===== src/rtl/regfile.sv =====
`default_nettype none
// ============================================================================
// Module   : regfile
// Purpose  : Writeback-stage general-purpose register file. It has one write
//            port fed by MEM/WB and two combinational read ports for ID.
//            After every reset a clear engine zeroes r1..r(NREGS-1), one
//            register per cycle. init_busy is held high while it runs.
//            r0 is hardwired to zero. A same-cycle write is forwarded to a
//            reader of the same register.
// Ports    : clk                   rising-edge clock
//            rst                   synchronous reset, active-low
//            we / waddr / wdata    write port
//            re1 / raddr1 / rdata1 read port 1 (combinational)
//            re2 / raddr2 / rdata2 read port 2 (combinational)
//            init_busy             high while the clear engine runs
// Revision : 1.0  initial release
// ============================================================================
module regfile #(
    parameter int DATA_W = 32,
    parameter int ADDR_W = 5
) (
    input  logic              clk,
    input  logic              rst,
    input  logic              we,
    input  logic [ADDR_W-1:0] waddr,
    input  logic [DATA_W-1:0] wdata,
    input  logic              re1,
    input  logic [ADDR_W-1:0] raddr1,
    output logic [DATA_W-1:0] rdata1,
    input  logic              re2,
    input  logic [ADDR_W-1:0] raddr2,
    output logic [DATA_W-1:0] rdata2,
    output logic              init_busy
);

    localparam int NREGS = 1 << ADDR_W;

    localparam logic [0:0] S_INIT = 1'b0;
    localparam logic [0:0] S_RUN  = 1'b1;

    localparam logic [ADDR_W-1:0] c_LAST = ADDR_W'(NREGS - 1);

    logic [0:0]        state_q, state_d;
    logic [ADDR_W-1:0] cnt_q,   cnt_d;
    logic              busy_q,  busy_d;

    // Entry 0 is the constant zero register. Every other entry is a flop.
    logic [DATA_W-1:0] w_regs [NREGS];

    // ------------------------------------------------------------------
    // Control: clear-engine sequencing
    // ------------------------------------------------------------------
    always_comb begin
        state_d = state_q;
        cnt_d   = cnt_q;
        busy_d  = busy_q;
        if (state_q == S_INIT) begin
            cnt_d = cnt_q + 1'b1;
            if (cnt_q == c_LAST) begin
                state_d = S_RUN;
                busy_d  = 1'b0;
            end
        end
    end

    always_ff @(posedge clk) begin
        if (!rst) begin
            state_q <= S_INIT;
            cnt_q   <= ADDR_W'(1);
            busy_q  <= 1'b1;
        end else begin
            state_q <= state_d;
            cnt_q   <= cnt_d;
            busy_q  <= busy_d;
        end
    end

    assign init_busy = busy_q;

    // ------------------------------------------------------------------
    // Storage. The array is deliberately left untouched while reset is
    // asserted. Clearing happens only in INIT, and external writes are
    // accepted only in RUN.
    // ------------------------------------------------------------------
    assign w_regs[0] = '0;

    for (genvar gi = 1; gi < NREGS; gi++) begin : g_reg
        logic [DATA_W-1:0] reg_q;
        logic              w_clr;
        logic              w_wr;

        assign w_clr = (state_q == S_INIT) && (cnt_q == ADDR_W'(gi));
        assign w_wr  = (state_q == S_RUN) && we && (waddr == ADDR_W'(gi));

        always_ff @(posedge clk) begin
            if (rst) begin
                if (w_clr) begin
                    reg_q <= '0;
                end else if (w_wr) begin
                    reg_q <= wdata;
                end
            end
        end

        assign w_regs[gi] = reg_q;
    end

    // ------------------------------------------------------------------
    // Read ports. Both ports use the same priority chain. The bypass
    // compares against a non-zero index only, so r0 can never be forwarded.
    // ------------------------------------------------------------------
    logic w_rd_block;
    assign w_rd_block = !rst || (state_q == S_INIT);

    always_comb begin
        rdata1 = '0;
        if (!w_rd_block && re1 && (raddr1 != '0)) begin
            if (we && (waddr == raddr1)) begin
                rdata1 = wdata;
            end else begin
                rdata1 = w_regs[raddr1];
            end
        end
    end

    always_comb begin
        rdata2 = '0;
        if (!w_rd_block && re2 && (raddr2 != '0)) begin
            if (we && (waddr == raddr2)) begin
                rdata2 = wdata;
            end else begin
                rdata2 = w_regs[raddr2];
            end
        end
    end

endmodule
`default_nettype wire


===== config.mk =====
export PLATFORM = sky130hd
export DESIGN_NAME = regfile
export DESIGN_NICKNAME = d
export VERILOG_FILES = /design/src/rtl/regfile.sv
export SDC_FILE = /design/constraint.sdc
export NUM_CORES = 2
export LEC_CHECK = 0
export ABC_CLOCK_PERIOD_IN_PS = 4600
export BUFFER_PORTS_ARGS = -buffer_cell sky130_fd_sc_hd__clkbuf_2
export CAP_MARGIN = 20
export CORE_ASPECT_RATIO = 0.8
export CORE_MARGIN = 3
export CORE_UTILIZATION = 47
export CTS_CLUSTER_DIAMETER = 120
export DETAILED_ROUTE_END_ITERATION = 6
export PLACE_DENSITY_LB_ADDON = 0.2
export SYNTH_ARGS = -nofsm -noshare
export SYNTH_HDL_FRONTEND = slang
export SYNTH_SLANG_ARGS = --single-unit
export TNS_END_PERCENT = 50

===== constraint.sdc =====
create_clock -name clk -period 4.6 [get_ports clk]
set_input_delay 0.23 -clock clk [delete_from_list [all_inputs] [get_ports clk]]
set_output_delay 0.23 -clock clk [all_outputs]
set_load 0.01 [all_outputs]

==> parameters.txt <==
Parameter                              Value

Status
  Status    complete, no violations

Synthesis
  Mean Syn Cell Area    13.8 um2
  Number of nets in the synthesized netlist    4,037
  Number of different library cells in the post-synthesis netlist    58
  Synthesis Warnings    0
  Total of flip-flops plus latches after synthesis    999
  Fraction of synthesis flops using an asynchronous set or reset pin    0%
  Sequential-to-total area share from yosys stat    54.5%
  Number of standard cells after synthesis    3,979
  Number of synthesized flops with an enable pin    992
  Cell area after synthesis    54,900 um2
  Commonest register cell after synthesis    sky130_fd_sc_hd__edfxtp_1

Run
  Number of maximum-capacitance violations    0

Route
  Total detailed-routing wirelength    196 mm
  Vias per cell    6.69
  Number of antenna-violating nets in the routed design    0
  Residual DRC count    0
  Final routed wire length divided by cell count    35.2 um
  DRC marker count from the first detailed-route iteration    5,286
  Vias post-DR    37,302
  Drt first pass iters    6

STA
  Max transition margin    23.5%
  Number of failing setup endpoints in the final timing report    0
  Pins Over Slew Limit    0
  Clock Skew    0.0165 ns
  Minimum period implied by the final worst setup slack    3.97 ns
  Unrepaired setup endpoints after global routing    no
  Max Fclk    0.252 GHz
  Worst slew pin tran    1.14 ns
  Count of endpoints failing hold in the final timing report    0
  Total negative slack    0 ns
  Post-route fraction of the period consumed by the critical path    86.3%

Final layout
  Area Growth Syn to Fin    10.8%
  Fraction of layout cells with a size suffix above 1    24.8%
  Leading cell type in the layout, fill and taps excluded    sky130_fd_sc_hd__edfxtp_1
  Commonest cells after routing, fill and taps aside    sky130_fd_sc_hd__edfxtp_1 (992), sky130_fd_sc_hd__and2_1 (879), sky130_fd_sc_hd__mux4_2 (370)
  Number of nets in the layout    4,016

Placed design
  Placer congestion estimate    0.893
  Total of buffers placed on input and output ports    116
  DP HPWL    120 mm

Floorplan
  Area enclosed by the die boundary    121,000 um2
  IO Count    117
  Area inside the core boundary    115,000 um2
  Vertical die dimension    312 um
  Number of rows in the core area    111
  Initial core utilization    47.6%
  Die outline width    388 um

Global route
  GRT Overall Usage    32.3%
  Global-route wire length before repair    278 mm
  Number of global-route vias before repair    36,607
  Global route total overflow    0
  Antenna violations before repair    26
  Largest net degree at the start of global routing    86

Pwr
  Total power    21.5 mW
  P per Cell Area    353 nW/um2
  Static Leak    20.2 nW
  Worst voltage drop across the vdd grid    0.517 mV

Clock network
  Clock latency on the worst-skew pair    0.71 ns
  Worst-path clk slew    0.07 ns
  CTS H-tree lvls    3
  Post-CTS Repair Setup Buffers    0
  TritonCTS clock tree    built
  Clock sink count    999
  Clock root buffer    sky130_fd_sc_hd__clkbuf_16
  Total CTS buffers    104
  Largest buffer count on any clock path    3
  Resize count post-CTS    0
  CTS hold repair buffers    2

Hold path
  Class of the most critical hold timing path    in2reg

Worst setup path
  Maximum net fanout on the critical path    9
  CP required    4.37 ns
  Capturing element type of the critical path    primary output
  Critical Path Start Type    register
  Endpoint arrival time on the critical path    3.74 ns
  Kind of critical path    reg2out
==> report_power, final <==
group	leakage (nW)	internal (mW)	total, mW	switching, mW
Combinational	9.43	0.862	2.17	1.30
Sequential	9.00	10.1	10.2	0.0362
Clock	1.77	5.34	9.17	3.83
==> per-stage QoR <==
stage | hold WS [ns] | instances | setup slack (ns) | instance area, um2 | utilization, %
6_report | 0.199 | 5579 | 0.631 | 60800 | 52.8
5_1_grt | 0.192 | 5579 | 0.693 | 60800 | 52.8
4_1_cts | 0.158 | 5570 | 0.960 | 60700 | 52.7
3_5_place_dp | 0.562 | 5372 | 1.05 | 57100 | 49.5
3_3_place_gp | 0.568 | 5372 | 1.07 | 57100 | 49.5
2_1_floorplan | 0.428 | 3979 | 0.356 | 54900 | -
==> logic make-up (layout without fill, tap and decap cells) <==
logic type	Yosys count	in the layout	synth area share, %
and+or+nand+nor	1402	1402	14.6
DFF	999	999	54.5
muxes	629	629	20.6
AOI/OAI and AO/OA	492	492	6.12
buffers and inverters	438	507	3.86
xor gates and xnor gates	13	13	0.207
adders and majority gates	6	6	0.137
other	0	6	0
==> Yosys cell counts (34+ instances only) <==
cell type                  number  area share [%]
sky130_fd_sc_hd__a21oi_1       90            0.82
sky130_fd_sc_hd__a22oi_1       98             1.3
sky130_fd_sc_hd__a31oi_1       63            0.72
sky130_fd_sc_hd__and2_1       900              10
sky130_fd_sc_hd__buf_2         90            0.82
sky130_fd_sc_hd__clkbuf_1     255             1.7
sky130_fd_sc_hd__edfxtp_1     992              54
sky130_fd_sc_hd__mux2_2        99             2.0
sky130_fd_sc_hd__mux2i_1      145             2.6
sky130_fd_sc_hd__mux4_2       370              15
sky130_fd_sc_hd__nand2_1      195             1.3
sky130_fd_sc_hd__nand3_1       64            0.58
sky130_fd_sc_hd__nor2_1        89            0.61
sky130_fd_sc_hd__nor2b_1      105             1.2
sky130_fd_sc_hd__o21ai_0       34            0.31
sky130_fd_sc_hd__o22ai_1       78            0.89
==> final cells by class <==
type                       count  area, um2
antenna                        6       15.0
multi-input combinational   2542      23100
clock buffer                 118       2660
timing repair buffer         301       2240
clock inverter                78        965
inverter                      10       37.5
tap                         1525       1910
sequential                   999      29900
fill                        9577      54500
==> metal layers <==
layer	share of wire [%]	track usage, %	vias to the layer above
met5	0.026	0	-
met4	4.5	12.7	8
met3	13	9.68	518
met2	43	47.1	2637
met1	39	45.5	19061
li1	-	-	15078
==> path summary, 6_finish.rpt <==
kind,start,endpoint,slack (ns),cells past startpoint
worst max-delay path,state_q,rdata2[28],0.63,5
worst min-delay path,wdata[25],g_reg[19].reg_q[25],0.20,3
worst max register to register,cnt_q[2],g_reg[23].reg_q[19],1.21,7
worst min register to register,cnt_q[0],cnt_q[0],0.60,2
==> worst max-delay path, cell delays in order (launching register included) <==
cell	delay (ns)
sky130_fd_sc_hd__dfxtp_1	0.33
sky130_fd_sc_hd__nand3_1	0.16
sky130_fd_sc_hd__a31oi_2	0.43
sky130_fd_sc_hd__nand4_1	0.81
sky130_fd_sc_hd__o221ai_1	1.01
sky130_fd_sc_hd__clkbuf_2	0.27
==> state kept, by name (all words and copies together), names as in the netlist <==
register   cells
g.reg_q      992
init_busy      1
cnt_q          5
state_q        1
No activity file was read; power rests on OpenSTA's default activity.
